`src/rtl/multicycle_controller_if.sv`:
```
// Controller <-> memory/datapath bundle plus the shared ALU operation encoding.
// master = controller side, slave = memories and datapath.
package mc_pkg;
    typedef enum logic [2:0] {
        ALU_NOP, ALU_ADD, ALU_SUB, ALU_AND, ALU_OR, ALU_NOT
    } e_alu_op;
endpackage

interface multicycle_controller_if #(
    parameter int WORD_W = 8,
    parameter int OP_W   = 4,
    parameter int REG_W  = 2
);
    import mc_pkg::*;

    logic [WORD_W-1:0] instr_data;
    logic              instr_valid;
    logic              mem_ready;
    logic              zero;
    logic              instr_req;
    logic              pc_en;
    logic              pc_src;
    logic [OP_W-1:0]   ir_op;
    logic [REG_W-1:0]  rs;
    logic [REG_W-1:0]  rt;
    logic              imm_en;
    logic [WORD_W-1:0] imm;
    e_alu_op           alu_op;
    logic              alu_src;
    logic              mem_rd;
    logic              mem_wr;
    logic              mem_to_reg;
    logic              reg_wr;
    logic              illegal;

    modport master (
        input  instr_data, instr_valid, mem_ready, zero,
        output instr_req, pc_en, pc_src, ir_op, rs, rt, imm_en, imm, alu_op,
               alu_src, mem_rd, mem_wr, mem_to_reg, reg_wr, illegal
    );

    modport slave (
        output instr_data, instr_valid, mem_ready, zero,
        input  instr_req, pc_en, pc_src, ir_op, rs, rt, imm_en, imm, alu_op,
               alu_src, mem_rd, mem_wr, mem_to_reg, reg_wr, illegal
    );
endinterface

```
`src/rtl/multicycle_controller.sv`:
```
// Multi-cycle FETCH/DECODE/IMM/EXEC/MEM/WB sequencer with instruction register.
// CTRL_ILLEGAL_TRAP_EN: opcodes above ZERO lock the controller in TRAP and set illegal.
module multicycle_controller
    import mc_pkg::*;
#(
    parameter int WORD_W = 8,
    parameter int OP_W   = 4,
    parameter int REG_W  = 2
) (
    input logic clk,
    input logic rst,
    multicycle_controller_if.master bus
);
    localparam logic [OP_W-1:0] OP_NOP  = OP_W'(0);
    localparam logic [OP_W-1:0] OP_ADD  = OP_W'(1);
    localparam logic [OP_W-1:0] OP_ADDI = OP_W'(2);
    localparam logic [OP_W-1:0] OP_SUB  = OP_W'(3);
    localparam logic [OP_W-1:0] OP_AND  = OP_W'(4);
    localparam logic [OP_W-1:0] OP_OR   = OP_W'(5);
    localparam logic [OP_W-1:0] OP_NOT  = OP_W'(6);
    localparam logic [OP_W-1:0] OP_LW   = OP_W'(7);
    localparam logic [OP_W-1:0] OP_SW   = OP_W'(8);
    localparam logic [OP_W-1:0] OP_RO   = OP_W'(10);
    localparam logic [OP_W-1:0] OP_COPY = OP_W'(11);
    localparam logic [OP_W-1:0] OP_JEQ  = OP_W'(12);
    localparam logic [OP_W-1:0] OP_ZERO = OP_W'(13);

    typedef enum logic [2:0] {
        S_FETCH, S_DECODE, S_IMM, S_EXEC, S_MEM, S_WB, S_TRAP
    } e_state;

    e_state            state, state_d;
    logic [WORD_W-1:0] ir, imm_q;
    logic [OP_W-1:0]   op;

    assign op       = ir[WORD_W-1 -: OP_W];
    assign bus.ir_op = op;
    assign bus.rs   = ir[2*REG_W-1 -: REG_W];
    assign bus.rt   = ir[REG_W-1:0];
    assign bus.imm  = imm_q;

    always_ff @(posedge clk or posedge rst) begin
        if (rst) begin
            state <= S_FETCH;
            ir    <= '0;
            imm_q <= '0;
        end else begin
            state <= state_d;
            if (state == S_FETCH && bus.instr_valid) ir <= bus.instr_data;
            if (bus.imm_en) imm_q <= bus.instr_data;
        end
    end

    always_comb begin
        state_d        = state;
        bus.instr_req  = 1'b0;
        bus.pc_en      = 1'b0;
        bus.pc_src     = 1'b0;
        bus.imm_en     = 1'b0;
        bus.alu_op     = ALU_NOP;
        bus.alu_src    = 1'b0;
        bus.mem_rd     = 1'b0;
        bus.mem_wr     = 1'b0;
        bus.mem_to_reg = 1'b0;
        bus.reg_wr     = 1'b0;
        case (state)
            S_FETCH: begin
                bus.instr_req = 1'b1;
                if (bus.instr_valid) begin
                    bus.pc_en = 1'b1;
                    state_d   = S_DECODE;
                end
            end
            S_DECODE: begin
                case (op)
                    OP_ADDI:                                   state_d = S_IMM;
                    OP_ADD, OP_SUB, OP_AND, OP_OR, OP_NOT,
                    OP_JEQ:                                    state_d = S_EXEC;
                    OP_LW, OP_SW:                              state_d = S_MEM;
                    OP_RO, OP_COPY:                            state_d = S_WB;
                    default:                                   state_d = S_FETCH;
                endcase
`ifdef CTRL_ILLEGAL_TRAP_EN
                if (op > OP_ZERO) state_d = S_TRAP;
`endif
            end
            S_IMM: begin
                bus.instr_req = 1'b1;
                if (bus.instr_valid) begin
                    bus.imm_en = 1'b1;
                    bus.pc_en  = 1'b1;
                    state_d    = S_EXEC;
                end
            end
            S_EXEC: begin
                case (op)
                    OP_ADD, OP_ADDI: bus.alu_op = ALU_ADD;
                    OP_SUB, OP_JEQ:  bus.alu_op = ALU_SUB;
                    OP_AND:          bus.alu_op = ALU_AND;
                    OP_OR:           bus.alu_op = ALU_OR;
                    OP_NOT:          bus.alu_op = ALU_NOT;
                    default:         bus.alu_op = ALU_NOP;
                endcase
                bus.alu_src = (op == OP_ADDI);
                if (op == OP_JEQ) begin
                    // branch taken only when the SUB compare came out zero
                    bus.pc_en  = bus.zero;
                    bus.pc_src = bus.zero;
                    state_d    = S_FETCH;
                end else begin
                    state_d = S_WB;
                end
            end
            S_MEM: begin
                bus.mem_rd = (op == OP_LW);
                bus.mem_wr = (op == OP_SW);
                if (bus.mem_ready) state_d = (op == OP_LW) ? S_WB : S_FETCH;
            end
            S_WB: begin
                bus.reg_wr     = 1'b1;
                bus.mem_to_reg = (op == OP_LW);
                state_d        = S_FETCH;
            end
`ifdef CTRL_ILLEGAL_TRAP_EN
            S_TRAP: state_d = S_TRAP;
`endif
            default: state_d = S_FETCH;
        endcase
    end

`ifdef CTRL_ILLEGAL_TRAP_EN
    logic illegal_q;
    always_ff @(posedge clk or posedge rst) begin
        if (rst)                   illegal_q <= 1'b0;
        else if (state_d == S_TRAP) illegal_q <= 1'b1;
    end
    assign bus.illegal = illegal_q;
`else
    assign bus.illegal = 1'b0;
`endif
endmodule
```
`src/flat_wrapper.sv`:
```
// flat-port wrapper written by rule: the top's interface ports become plain ports
module multicycle_controller_flat import mc_pkg::*;
#(
    parameter int WORD_W = 8,
    parameter int OP_W   = 4,
    parameter int REG_W  = 2
)
  (clk, rst, bus_instr_data, bus_instr_valid, bus_mem_ready, bus_zero, bus_instr_req, bus_pc_en, bus_pc_src, bus_ir_op, bus_rs, bus_rt, bus_imm_en, bus_imm, bus_alu_op, bus_alu_src, bus_mem_rd, bus_mem_wr, bus_mem_to_reg, bus_reg_wr, bus_illegal);
  multicycle_controller_if #(.WORD_W(WORD_W), .OP_W(OP_W), .REG_W(REG_W)) bus_i ();
  input logic clk;
  input logic rst;
  input wire logic [$bits(bus_i.instr_data)-1:0] bus_instr_data;
  input wire logic [$bits(bus_i.instr_valid)-1:0] bus_instr_valid;
  input wire logic [$bits(bus_i.mem_ready)-1:0] bus_mem_ready;
  input wire logic [$bits(bus_i.zero)-1:0] bus_zero;
  output wire logic [$bits(bus_i.instr_req)-1:0] bus_instr_req;
  output wire logic [$bits(bus_i.pc_en)-1:0] bus_pc_en;
  output wire logic [$bits(bus_i.pc_src)-1:0] bus_pc_src;
  output wire logic [$bits(bus_i.ir_op)-1:0] bus_ir_op;
  output wire logic [$bits(bus_i.rs)-1:0] bus_rs;
  output wire logic [$bits(bus_i.rt)-1:0] bus_rt;
  output wire logic [$bits(bus_i.imm_en)-1:0] bus_imm_en;
  output wire logic [$bits(bus_i.imm)-1:0] bus_imm;
  output wire logic [$bits(bus_i.alu_op)-1:0] bus_alu_op;
  output wire logic [$bits(bus_i.alu_src)-1:0] bus_alu_src;
  output wire logic [$bits(bus_i.mem_rd)-1:0] bus_mem_rd;
  output wire logic [$bits(bus_i.mem_wr)-1:0] bus_mem_wr;
  output wire logic [$bits(bus_i.mem_to_reg)-1:0] bus_mem_to_reg;
  output wire logic [$bits(bus_i.reg_wr)-1:0] bus_reg_wr;
  output wire logic [$bits(bus_i.illegal)-1:0] bus_illegal;
  assign bus_i.instr_data = bus_instr_data;
  assign bus_i.instr_valid = bus_instr_valid;
  assign bus_i.mem_ready = bus_mem_ready;
  assign bus_i.zero = bus_zero;
  assign bus_instr_req = bus_i.instr_req;
  assign bus_pc_en = bus_i.pc_en;
  assign bus_pc_src = bus_i.pc_src;
  assign bus_ir_op = bus_i.ir_op;
  assign bus_rs = bus_i.rs;
  assign bus_rt = bus_i.rt;
  assign bus_imm_en = bus_i.imm_en;
  assign bus_imm = bus_i.imm;
  assign bus_alu_op = bus_i.alu_op;
  assign bus_alu_src = bus_i.alu_src;
  assign bus_mem_rd = bus_i.mem_rd;
  assign bus_mem_wr = bus_i.mem_wr;
  assign bus_mem_to_reg = bus_i.mem_to_reg;
  assign bus_reg_wr = bus_i.reg_wr;
  assign bus_illegal = bus_i.illegal;
  multicycle_controller #(.WORD_W(WORD_W), .OP_W(OP_W), .REG_W(REG_W)) u_core (.clk(clk), .rst(rst), .bus(bus_i));
endmodule
```
`config.mk`:
```
export PLATFORM = sky130hd
export DESIGN_NAME = multicycle_controller_flat
export DESIGN_NICKNAME = d
export VERILOG_FILES = /design/src/rtl/multicycle_controller_if.sv /design/src/rtl/multicycle_controller.sv /design/src/flat_wrapper.sv
export SDC_FILE = /design/constraint.sdc
export NUM_CORES = 1
export LEC_CHECK = 0
export ABC_AREA = 1
export CAP_MARGIN = 20
export CORE_MARGIN = 2
export CORE_UTILIZATION = 32
export CTS_BUF_LIST = sky130_fd_sc_hd__clkbuf_16
export CTS_CLUSTER_SIZE = 10
export DETAILED_ROUTE_END_ITERATION = 16
export SYNTH_ARGS = -nofsm -noshare
export SYNTH_HDL_FRONTEND = slang
export SYNTH_SLANG_ARGS = --single-unit
```
`constraint.sdc`:
```
create_clock -name clk -period 1.6 [get_ports clk]
set_clock_uncertainty 0.15 [all_clocks]
set_input_delay 0.24 -clock clk [delete_from_list [all_inputs] [get_ports clk]]
set_output_delay 0.24 -clock clk [all_outputs]
set_load 0.02 [all_outputs]
```
# == Word-level counts from Yosys, hierarchy flattened ==
# Memories as Yosys holds them, arrays and structs flattened.
# Cells that the tools add are included.
# totals
register_bits,19
mem_bits_ro,48
output_inout_bits,29
wordCells,46
n_memories,1
# op_classes
n_eq_ne,17
mux,19
n_reduce_logical,6
# memory_table
name,words,width,read_ports,rd_clocked_by_memory_dff,write_ports,line,rtl
(name not given),16,3,1,0,0,multicycle_controller.sv:75,case (op)
# op_table
cell,count
3-bit case mux with 5 select lines,2
3-bit 2-to-1 mux,6
4-bit by 3-bit equality test with 1-bit output (second input constant),4
1-bit 2-to-1 mux,10
4-bit by 2-bit equality test with 1-bit output (second input constant),2
4-bit equality test (second input constant),2
3-bit by 2-bit equality test with 1-bit output (second input constant),2
3-bit equality test (second input constant),2
2-bit != test (second input constant),3
2-bit OR reduction,3
4-bit by 1-bit equality test with 1-bit output (second input constant),1
3-bit by 1-bit equality test with 1-bit output (second input constant),1
3-bit zero test,1
3-bit AND reduction,1
1-bit case mux with 2 select lines,1
1-bit logical AND,1

# == Depth between registers and ports, before layout ==
# logic_depth
word_depth,4
ltp_mapped,10

# == Worst setup path after synthesis ==
# No wires, ideal clock.
# synth_path
kind,flip-flop to output port
startpoint,register u_core.ir[6]
endpoint,output port bus_mem_to_reg
t_arrival_ns,1.485
required_time_ns,1.210
path_slack_ns,-0.275
path_stages_with_launch,5
path_buffers,0
cell_sequence,dfrtp_1 -> inv_1 -> nor2_2 -> nand2_1 -> nor4_1
# synth_between
elab_chain_len,2
# synth_lines
item,line,rtl
"start, declared",multicycle_controller.sv:33,"logic [WORD_W-1:0] ir, imm_q;"
"start signal, assigned",multicycle_controller.sv:49,if (state == S_FETCH && bus.instr_valid) ir <= bus.instr_data;
4-bit by 3-bit equality test with 1-bit output,multicycle_controller.sv:121,bus.mem_to_reg = (op == OP_LW);
1-bit 2-to-1 mux,multicycle_controller.sv:66,case (state)
"end, declared",flat_wrapper.sv:28,output wire logic [$bits(bus_i.mem_to_reg)-1:0] bus_mem_to_reg;
# No other way between the ends.

# == Worst setup path after layout ==
# layout_path
startpoint,register u_core.ir[4]
endpoint,output port bus_alu_op[1]
# layout_between
elab_chain_len,4
# layout_lines
item,line,rtl
"4-bit by 2-bit equality test with 1-bit output, or another cell as far along",multicycle_controller.sv:96,case (op)
2-bit OR reduction,multicycle_controller.sv:96,
3-bit case mux with 5 select lines (*),multicycle_controller.sv:96,
3-bit 2-to-1 mux (*),multicycle_controller.sv:66,
"end, declared",flat_wrapper.sv:24,output wire logic [$bits(bus_i.alu_op)-1:0] bus_alu_op;
# Mark *: on every way between the ends. The rest lies on a longest branch, timed or not.

==> results.toml <==
[outcome]
status = "finished with violations"
violations = "negative setup slack"

[setup_path]
startpoint_type = "register"
worstRegToRegCells = 9
r2r_slack_ns = -0.03
r2r_end = "u_core.state[2]$_DFFE_PP0P_"
worstSetupPathType = "reg2out"
setup.worst_path.end = "bus_alu_op[1]"
cp.depth = 6
crit_chain = "nor2_4 -> inv_1 -> o21ai_2 -> inv_1 -> nor2_2 -> buf_4"
slowest_delay_ns = 0.45
cp.arrival_ns = 1.33
path_delay_family = "flip-flops"
cp_num_buf_inv = 3
crit_top_cell = "inv_1"
crit_start = "u_core.ir[4]$_DFFE_PP0P_"
crit_fanout = 5
cpMaxStageDelayCell = "dfrtp_2"
critPathCaptureType = "output port"
required_ns = 1.21
r2r_start = "u_core.state[1]$_DFFE_PP0P_"

[place]
hpwlAfterDp_um = 2120
gp_congestion = 0.847
place_area_mm2 = 0.00169
pre_cts_ws_ns = -0.440
portBuffers = 40

[run]
drv_cap = 0

[die]
rows = 21
start_util = 0.329
fp.coreArea_mm2 = 0.00328
die_h_um = 62.1
die_w_um = 62.1
pin_count = 42
die_area_mm2 = 0.00386

[global_route]
grt.overflow.total = 0
antenna_found_initial = 0
grt_pass1_wl_um = 4950
grtUsageMet3 = 0.0489
top_usage_layer = "met2"
grt_max_degree = 20
met2_usage = 0.274
first_global_vias = 1177
grt_util_all_layers = 0.155
grtUsageMet1 = 0.179

[detailed_routing]
dr.pass1.iters = 4
drtIter0Drc = 34
drcViolationCount = 0
vias_per_cell = 4.47
antenna_left = 0
routed_wirelength_um = 2930
wl_per_cell_um = 11.3
routed-via-count = 1152

[synthesis]
syn_nets = 157
synth_top_family_by_area = "simple AND/OR/NAND/NOR gates"
ys_seq_area_frac = 0.440
synth_area_leader_cell = "dfrtp_1"
synthAdderAreaFrac = 0
synth-xor-area-share = 0
synth_cell_types = 22
synth_compound_area_frac = 0.130
synth_seq_cells = 19
syn_area_per_cell_um2 = 7.51
synth_simple_gate_area_share = 0.301
synth_area_mm2 = 0.00108
yosysTopAreaCellShare = 0.440
synthMuxAreaShare = 0
ys_warn_count = 0
ys_top_cells_by_area = "dfrtp_1 44%, nand2_1 15%, inv_1 9.0%"
synth_cells = 144

[cells_and_area]
multi_input_area_um2 = 558
final_util = 0.581
final_cell_area_mm2 = 0.00191
area_delta_synth_final_pct = 76.4
antenna_cells = 0
seqCellArea_um2 = 484
num-fill-cells = 300
fin_nets = 226
drive_above_1_share = 0.420

[pwr]
total_leakage_power_uw = 0.00103
max-vdd-ir-drop_uv = 940
power.density_mw_per_mm2 = 1990

[sta]
fin_crit_ns = 1.72
drv_slew = 0
fmaxAchievable_mhz = 582
setup_slack_ns = -0.118
finalHoldViolations = 0
rsz0062_at_grt = "true"
period_share = 1.07
finalSetupViolCount = 13

[clock_tree]
cts-root-buf = "clkbuf_16"
cts_buffer_depth = 2
clk_latency_ns = 0.25
cts.sinks = 19
cts_made_buffers = 3
cts_hold_buf = 0
htreeDepth = 1
cts_tree = "built"
clkSlewWorstSetupHoldPaths_ns = 0.05

[worst_hold_path]
min_path_type = "in2async"
## sequential cells by signal, summed over array words and instances, names as in the netlist
name / flops
u_core.bus.imm: 8
u_core.state: 3
u_core.ir: 8
## cells by family (layout without fill, tap and decap cells)
kind of cell,after synthesis,in the layout
simple gates,71,71
flops,19,19
compound gates,22,22
other cells,1,1
buf+inv,31,99
## through the flow
stage / TNS (ns) / hold WS (ns) / total power [µW] / cells
6_report: -0.850 / 0.162 / 3800 / 258
5_1_grt: -1.82 / 0.220 / 4100 / 258
4_1_cts: -0.783 / 0.168 / 3600 / 254
3_5_place_dp: -3.92 / 0.321 / 3020 / 248
3_3_place_gp: -3.83 / 0.316 / 2990 / 248
2_1_floorplan: -0.0628 / 0.0411 / 2020 / 144
## worst reg2reg max path: stages (launching register included)
cell and delay, ns:
dfrtp_2 0.44, buf_6 0.13, nor2_4 0.13, nand2_2 0.09, buf_4 0.13, or2_1 0.21, nand2_1 0.08, inv_1 0.05
nand2_1 0.06, nand2_1 0.05
## power by group
group / internal (µW) / total, µW / switching (µW)
Combinational: 1090 / 2330 / 1240
Clock: 332 / 494 / 162
Sequential: 725 / 980 / 255
## how the worst min path moves through the flow
| stage | start | end | slack (ns) | depth (start not counted) |
|---|---|---|---|---|
| 5_1_grt | rst | u_core.bus.imm[4]$_DFFE_PP0P_ | 0.22 | 3 |
| 3_3_place_gp | u_core.bus.imm[6]$_DFFE_PP0P_ | u_core.bus.imm[6]$_DFFE_PP0P_ | 0.32 | 2 |
| 2_1_floorplan | rst | u_core.bus.imm[0]$_DFFE_PP0P_ | 0.04 | 1 |
| 6_report | rst | u_core.bus.imm[1]$_DFFE_PP0P_ | 0.16 | 3 |
| 3_5_place_dp | u_core.bus.imm[0]$_DFFE_PP0P_ | u_core.bus.imm[0]$_DFFE_PP0P_ | 0.32 | 2 |
| 4_1_cts | rst | u_core.ir[4]$_DFFE_PP0P_ | 0.17 | 3 |
## placed cells by master (no fill, tap or decap), drive strengths merged
cell	count
conb	1
inv	28
nand2	44
nor2	12
or2	1
nand4	1
dfrtp	19
nor3	3
clkbuf	3
clkdlybuf4s50	13
dlymetal6s2s	5
o21ai	20
buf	40
dlygate4sd2	9
nor4	2
nand3	8
clkdlybuf4s15	1
a21oi	2
## cells in the mapped netlist (all sizes together)
library cell and n:
inv 27, nand2 44, nor3 3, nor4 2, or2 1, conb 1, nand3 8, a21oi 2
nand4 1, nor2 12, dfrtp 19, o21ai 20, buf 4
## per-layer routing
metal	part of all wire	wire (µm)	vias up
li1	-	-	580
met1	0.43	1260	535
met2	0.49	1430	33
met3	0.071	208	4
met4	0.0079	23	0
met5	0	0	-
## cell type report
cell class	instances	area share
Sequential cell	19	0.254
Inverter	27	0.0571
Clock inverter	1	0.00197
Clock buffer	3	0.0394
Tap cell	46	0.0302
Timing Repair Buffer	68	0.325
Multi-Input combinational cell	94	0.293
## repair_timing
item,4_1_cts,5_1_grt
resized for setup,94,31
gates cloned,0,0
endpoints found under the hold margin,0,0
pin swaps,5,7
buffers inserted,2,4
setup endpoints to repair,22,19
(Power assumes the default switching activity.)
